$ cat src/rtl/mult_div_unit.sv
// rtl/mult_div_unit.sv - multi-cycle MIPS multiply/divide unit with HI/LO registers
module mult_div_unit #(
  parameter int WIDTH = 32
) (
  input  logic             Clk,
  input  logic             Reset,
  input  logic             start,
  input  logic [2:0]       op,
  input  logic [WIDTH-1:0] srcA,
  input  logic [WIDTH-1:0] srcB,
  output logic             busy,
  output logic             done,
  output logic [WIDTH-1:0] hi,
  output logic [WIDTH-1:0] lo
);

  localparam int CW = $clog2(WIDTH);

  localparam logic [1:0] ST_IDLE = 2'd0;
  localparam logic [1:0] ST_RUN  = 2'd1;
  localparam logic [1:0] ST_FIX  = 2'd2;

  localparam logic [2:0] OP_MULT  = 3'd0;
  localparam logic [2:0] OP_MULTU = 3'd1;
  localparam logic [2:0] OP_DIV   = 3'd2;
  localparam logic [2:0] OP_DIVU  = 3'd3;
  localparam logic [2:0] OP_MTHI  = 3'd4;
  localparam logic [2:0] OP_MTLO  = 3'd5;

  logic [1:0]         state_q,    state_d;
  logic [CW-1:0]      cnt_q,      cnt_d;
  logic               is_div_q,   is_div_d;
  logic               neg_res_q,  neg_res_d;   // negate product / quotient
  logic               neg_rem_q,  neg_rem_d;   // negate remainder
  logic               div_zero_q, div_zero_d;
  logic [WIDTH-1:0]   opnd_q,     opnd_d;      // multiplicand magnitude or divisor magnitude
  logic [WIDTH-1:0]   a_orig_q,   a_orig_d;    // raw dividend, needed for divide-by-zero result
  logic [2*WIDTH-1:0] acc_q,      acc_d;       // {partial product / remainder, multiplier / quotient}
  logic [WIDTH-1:0]   hi_q,       hi_d;
  logic [WIDTH-1:0]   lo_q,       lo_d;
  logic               done_q,     done_d;

  logic               is_signed;
  logic               is_arith;
  logic               a_neg;
  logic               b_neg;
  logic [WIDTH-1:0]   a_mag;
  logic [WIDTH-1:0]   b_mag;
  logic [WIDTH:0]     mul_sum;
  logic [WIDTH:0]     rem_sh;
  logic               div_ge;
  logic [WIDTH-1:0]   rem_diff;
  logic [WIDTH-1:0]   rem_next;
  logic [2*WIDTH-1:0] prod_fix;
  logic [WIDTH-1:0]   quot_fix;
  logic [WIDTH-1:0]   rem_fix;

  // Operand decode: magnitudes are WIDTH-bit unsigned, so |most-negative| is exact.
  always_comb begin
    is_signed = (op == OP_MULT) || (op == OP_DIV);
    is_arith  = (op == OP_MULT) || (op == OP_MULTU) || (op == OP_DIV) || (op == OP_DIVU);
    a_neg     = is_signed & srcA[WIDTH-1];
    b_neg     = is_signed & srcB[WIDTH-1];
    a_mag     = a_neg ? (~srcA + 1'b1) : srcA;
    b_mag     = b_neg ? (~srcB + 1'b1) : srcB;
  end

  // One shift-add multiply step and one restoring divide step, selected later by is_div_q.
  always_comb begin
    mul_sum  = {1'b0, acc_q[2*WIDTH-1:WIDTH]} + {1'b0, opnd_q & {WIDTH{acc_q[0]}}};
    rem_sh   = {acc_q[2*WIDTH-1:WIDTH], acc_q[WIDTH-1]};
    div_ge   = rem_sh >= {1'b0, opnd_q};
    rem_diff = rem_sh[WIDTH-1:0] - opnd_q;
    rem_next = div_ge ? rem_diff : rem_sh[WIDTH-1:0];
  end

  // Sign correction applied when committing results.
  always_comb begin
    prod_fix = neg_res_q ? (~acc_q + 1'b1) : acc_q;
    quot_fix = neg_res_q ? (~acc_q[WIDTH-1:0] + 1'b1) : acc_q[WIDTH-1:0];
    rem_fix  = neg_rem_q ? (~acc_q[2*WIDTH-1:WIDTH] + 1'b1) : acc_q[2*WIDTH-1:WIDTH];
  end

  // Next-state logic for the IDLE -> RUN -> FIX sequencer and HI/LO.
  always_comb begin
    state_d    = state_q;
    cnt_d      = cnt_q;
    is_div_d   = is_div_q;
    neg_res_d  = neg_res_q;
    neg_rem_d  = neg_rem_q;
    div_zero_d = div_zero_q;
    opnd_d     = opnd_q;
    a_orig_d   = a_orig_q;
    acc_d      = acc_q;
    hi_d       = hi_q;
    lo_d       = lo_q;
    done_d     = 1'b0;

    case (state_q)
      ST_IDLE: begin
        if (start) begin
          if (is_arith) begin
            is_div_d   = (op == OP_DIV) || (op == OP_DIVU);
            div_zero_d = (srcB == '0);
            a_orig_d   = srcA;
            cnt_d      = '0;
            state_d    = ST_RUN;
            if ((op == OP_DIV) || (op == OP_DIVU)) begin
              neg_res_d = a_neg ^ b_neg;
              neg_rem_d = a_neg;
              opnd_d    = b_mag;
              acc_d     = {{WIDTH{1'b0}}, a_mag};
            end else begin
              neg_res_d = a_neg ^ b_neg;
              neg_rem_d = 1'b0;
              opnd_d    = a_mag;
              acc_d     = {{WIDTH{1'b0}}, b_mag};
            end
          end else if (op == OP_MTHI) begin
            hi_d = srcA;
          end else if (op == OP_MTLO) begin
            lo_d = srcA;
          end
        end
      end

      ST_RUN: begin
        if (is_div_q) begin
          acc_d = {rem_next, acc_q[WIDTH-2:0], div_ge};
        end else begin
          acc_d = {mul_sum, acc_q[WIDTH-1:1]};
        end
        cnt_d = cnt_q + 1'b1;
        if (cnt_q == CW'(WIDTH - 1)) begin
          state_d = ST_FIX;
        end
      end

      ST_FIX: begin
        if (!is_div_q) begin
          hi_d = prod_fix[2*WIDTH-1:WIDTH];
          lo_d = prod_fix[WIDTH-1:0];
        end else if (div_zero_q) begin
          hi_d = a_orig_q;
          lo_d = '1;
        end else begin
          hi_d = rem_fix;
          lo_d = quot_fix;
        end
        done_d  = 1'b1;
        cnt_d   = '0;
        state_d = ST_IDLE;
      end

      default: begin
        state_d = ST_IDLE;
      end
    endcase
  end

  // State registers; reset aborts any operation in flight.
  always_ff @(posedge Clk or posedge Reset) begin
    if (Reset) begin
      state_q    <= ST_IDLE;
      cnt_q      <= '0;
      is_div_q   <= 1'b0;
      neg_res_q  <= 1'b0;
      neg_rem_q  <= 1'b0;
      div_zero_q <= 1'b0;
      opnd_q     <= '0;
      a_orig_q   <= '0;
      acc_q      <= '0;
      hi_q       <= '0;
      lo_q       <= '0;
      done_q     <= 1'b0;
    end else begin
      state_q    <= state_d;
      cnt_q      <= cnt_d;
      is_div_q   <= is_div_d;
      neg_res_q  <= neg_res_d;
      neg_rem_q  <= neg_rem_d;
      div_zero_q <= div_zero_d;
      opnd_q     <= opnd_d;
      a_orig_q   <= a_orig_d;
      acc_q      <= acc_d;
      hi_q       <= hi_d;
      lo_q       <= lo_d;
      done_q     <= done_d;
    end
  end

  assign busy = (state_q != ST_IDLE);
  assign done = done_q;
  assign hi   = hi_q;
  assign lo   = lo_q;

endmodule

$ cat config.mk
export PLATFORM = sky130hd
export DESIGN_NAME = mult_div_unit
export DESIGN_NICKNAME = d
export VERILOG_FILES = /design/src/rtl/mult_div_unit.sv
export SDC_FILE = /design/constraint.sdc
export NUM_CORES = 1
export LEC_CHECK = 0
export CELL_PAD_IN_SITES_DETAIL_PLACEMENT = 1
export CELL_PAD_IN_SITES_GLOBAL_PLACEMENT = 1
export CORE_MARGIN = 5
export CORE_UTILIZATION = 35
export DETAILED_ROUTE_END_ITERATION = 7
export PLACE_DENSITY = 0.79
export SETUP_SLACK_MARGIN = 0.02
export SLEW_MARGIN = 20
export SYNTH_ARGS = -nofsm -noshare
export SYNTH_HDL_FRONTEND = slang
export SYNTH_SLANG_ARGS = --single-unit
$ cat constraint.sdc
create_clock -name Clk -period 20.7 [get_ports Clk]
set_input_delay 4.14 -clock Clk [delete_from_list [all_inputs] [get_ports Clk]]
set_output_delay 4.14 -clock Clk [all_outputs]
set_load 0.02 [all_outputs]
==> impl_metrics.json <==
{
  "nets": 2399,
  "synth_top_area_share": 0.2994,
  "grt_overflow": 0,
  "die_w_um": 230.7,
  "numCtsBuffers": 26,
  "final_cell_mix": "320 x nand2_1, 232 x o21ai_0, 202 x dfrtp_1",
  "cp-start-kind": "primary input",
  "ir_drop_v": 0.00008466,
  "startpoint": "srcB[15]",
  "antenna_found_initial": 3,
  "drive_above_1_share": 0.06247,
  "synth_ff_type": "dfrtp_1",
  "grt_max_degree": 96,
  "place_congestion": 0.9558,
  "tightest_slew_ns": 1.111,
  "arrival_ns": 7.61,
  "fin_ws_ns": 13.55,
  "placed_cell_area_sq_mm": 0.01883,
  "pwr-share-comb": 0.575,
  "maxSlewViolCount": 0,
  "cp_top_family": "simple AND/OR/NAND/NOR gates",
  "mappedNetlistArea_sq_mm": 0.01705,
  "yosysTopAreaCell": "dfrtp_1",
  "p_clk_frac": 0.160,
  "final_common_cell": "nand2_1",
  "status": "completed",
  "post_cts_buffers": 0,
  "cts_tree": "done",
  "die-area_sq_mm": 0.05324,
  "dp.cells": 2841,
  "firstDrtPassIters": 5,
  "crit_buf_inv": 1,
  "track_usage": 0.2582,
  "portBuffers": 135,
  "synth_area_per_cell_sq_um": 7.671,
  "cts.clk_slew.worst_paths_ns": 0.06,
  "synth_edf_count": 0,
  "seq_power_share": 0.265,
  "final_util": 0.4121,
  "internal_power_mw": 1.574,
  "powerDensity_mw_per_mm2": 155.9,
  "grt_pass1_vias": 18103,
  "synth-seq-area-share": 0.2994,
  "drc": 0,
  "end_kind": "flip-flop",
  "rsz0062_at_grt": "false",
  "path_depth": 10,
  "finalCriticalPeriod_ns": 7.149,
  "grt_first_pass_wirelength_mm": 109.1,
  "ys_types": 76,
  "netlist_instances": 2223,
  "hold_viol": 0,
  "crit_required_ns": 21.16,
  "reg2reg_slack_ns": 16.25,
  "ant_nets": 0,
  "rr_worst_depth": 13,
  "first_iter_violations": 1364,
  "ys_seq_elements": 204,
  "switching_share": 0.4891,
  "wl_per_cell_um": 24.78,
  "worst_hold_path_type": "flip-flop to flip-flop",
  "p_sw_mw": 1.506,
  "initial_utilization": 0.3557,
  "worstSetupPathType": "primary input to flip-flop",
  "clock_latency_ns": 0.58,
  "reg2reg_to": "acc_q[56]",
  "ios": 136,
  "syn_nets": 2368,
  "slew_headroom": 0.2537,
  "area_growth_pct": 15.88,
  "synth_async_sr_flop_share": 1.000,
  "clock_skew_ns": 0.01856,
  "cts-root-buf": "clkbuf_16",
  "clock_path_buffers": 3,
  "place_hpwl_mm": 52.99,
  "routed_wl_mm": 71.64,
  "synthTopCellsByArea": "dfrtp_1 30%, nand2_1 7.1%, o21ai_0 6.8%",
  "cp_cell_sequence": "clkdlybuf4s50_1 > or4_1 > or4_1 > or4_1 > nor3_1 > and2_1 > a21oi_1 > xnor2_1 > mux2_2 > o311ai_0",
  "htreeDepth": 1,
  "die-height_um": 230.7,
  "setup_tns_ns": 0,
  "cp_slowest_stage_delay_ns": 0.61,
  "crit_path_max_fanout": 4,
  "r2r-start": "acc_q[0]",
  "critPathCapture": "acc_q[28]",
  "final_cell_count_no_fill": 2891,
  "crit_slowest_cell": "or4_1",
  "setup-violations-final": 0,
  "ys_warn_count": 0,
  "post_cts_resized": 0,
  "cts.sinks": 204,
  "postLayoutCellArea_sq_mm": 0.01976,
  "period_share": 0.3454,
  "vias": 17626,
  "power.leakage_nw": 8.101,
  "drv_cap": 0,
  "postCtsHoldBufs": 0,
  "num_rows": 80,
  "core_sq_mm": 0.04795,
  "fmax_ghz": 0.1399,
  "cp_common_cell": "or4_1",
  "pre_cts_slack_ns": 13.02,
  "via_per_inst": 6.097
}
==> cells in the mapped netlist, types with 5 or more instances <==
library cell,n
a211o_1,5
nand3_1,38
a211oi_1,27
o21a_1,9
o221ai_1,12
o41ai_1,14
o22ai_1,38
ha_1,73
mux2i_1,39
buf_2,6
a31oi_1,17
nand2b_1,18
a221o_1,7
a221oi_1,10
nand4_1,6
and3_1,27
nor3b_1,7
and2_1,11
xnor2_1,115
o21bai_1,10
nor2b_1,14
clkbuf_1,133
xor2_1,59
o2111ai_1,6
or3_1,20
nor2_1,183
or2_2,5
o21ai_0,232
a311oi_1,6
nor3_1,49
o311ai_0,6
or4_1,16
a21o_1,29
dfrtp_1,204
a21oi_1,193
buf_1,18
mux2_2,33
o211ai_1,26
inv_1,73
nand2_1,322
o31ai_1,26
nor4_1,12
a22oi_1,16
==> tightest hold or removal path: stages (launching register included) <==
cell,delay [ns]
dfrtp_1,0.34
nand2_1,0.04
o21ai_0,0.06
==> worst min path at each step <==
stage / startpoint / end / slack (ns) / cells past startpoint
3_5_place_dp: a_orig_q[7] / a_orig_q[7] / 0.46 / 2
2_1_floorplan: a_orig_q[7] / a_orig_q[7] / 0.44 / 2
3_3_place_gp: a_orig_q[4] / a_orig_q[4] / 0.45 / 2
6_report: lo[15] / lo[15] / 0.47 / 2
4_1_cts: a_orig_q[7] / a_orig_q[7] / 0.48 / 2
5_1_grt: a_orig_q[31] / a_orig_q[31] / 0.51 / 2
==> logic make-up (layout without fill, tap and decap cells) <==
kind of cell             Yosys count  after routing  synth area share
adder cells (fa/ha/maj)           75             75           0.05591
AND/OR/NAND/NOR                  746            746            0.1988
other                              0              3                 0
XOR/XNOR                         174            174           0.08937
flip-flops                       204            204            0.2994
multiplexers                      72             72           0.04468
AO/OA/AOI/OAI                    720            720            0.2600
buffers and inverters            232            282           0.05195
==> state kept, by name (all words and copies together) (netlist names) <==
register / cells
is_div_q: 1
neg_res_q: 1
div_zero_q: 1
cnt_q: 5
state_q: 2
neg_rem_q: 1
hi: 32
done: 1
a_orig_q: 32
opnd_q: 32
lo: 32
acc_q: 64
==> cell type report <==
class	count	area (sq um)
timing repair buffer	161	1541
antenna	3	7.507
clock buffer	29	681.9
tap	615	769.5
multi-input combinational	1787	11130
clock inverter	18	235.2
inverter	74	285.3
sequential	204	5107
fill	5776	28190
==> routing by layer <==
metal,GRT usage,share of wire
met1,0.3296,0.41
met2,0.4314,0.48
met3,0.04497,0.062
met4,0.1122,0.049
met5,0,0
==> power by group through the flow <==
stage / sequential, mW / combinational, mW / clock (mW)
2_1_floorplan: 0.753 / 1.20 / 0
5_1_grt: 0.834 / 1.93 / 0.516
4_1_cts: 0.810 / 1.76 / 0.498
3_5_place_dp: 0.816 / 1.74 / 0
6_report: 0.816 / 1.77 / 0.492
3_3_place_gp: 0.806 / 1.68 / 0
==> per-stage QoR <==
stage | hold WS, ns | total power [mW]
2_1_floorplan | 0.4376 | 1.950
3_3_place_gp | 0.4547 | 2.488
3_5_place_dp | 0.4615 | 2.557
4_1_cts | 0.4765 | 3.064
5_1_grt | 0.5050 | 3.275
6_report | 0.4738 | 3.080
Note: power is estimated with default switching activity, not from simulation.
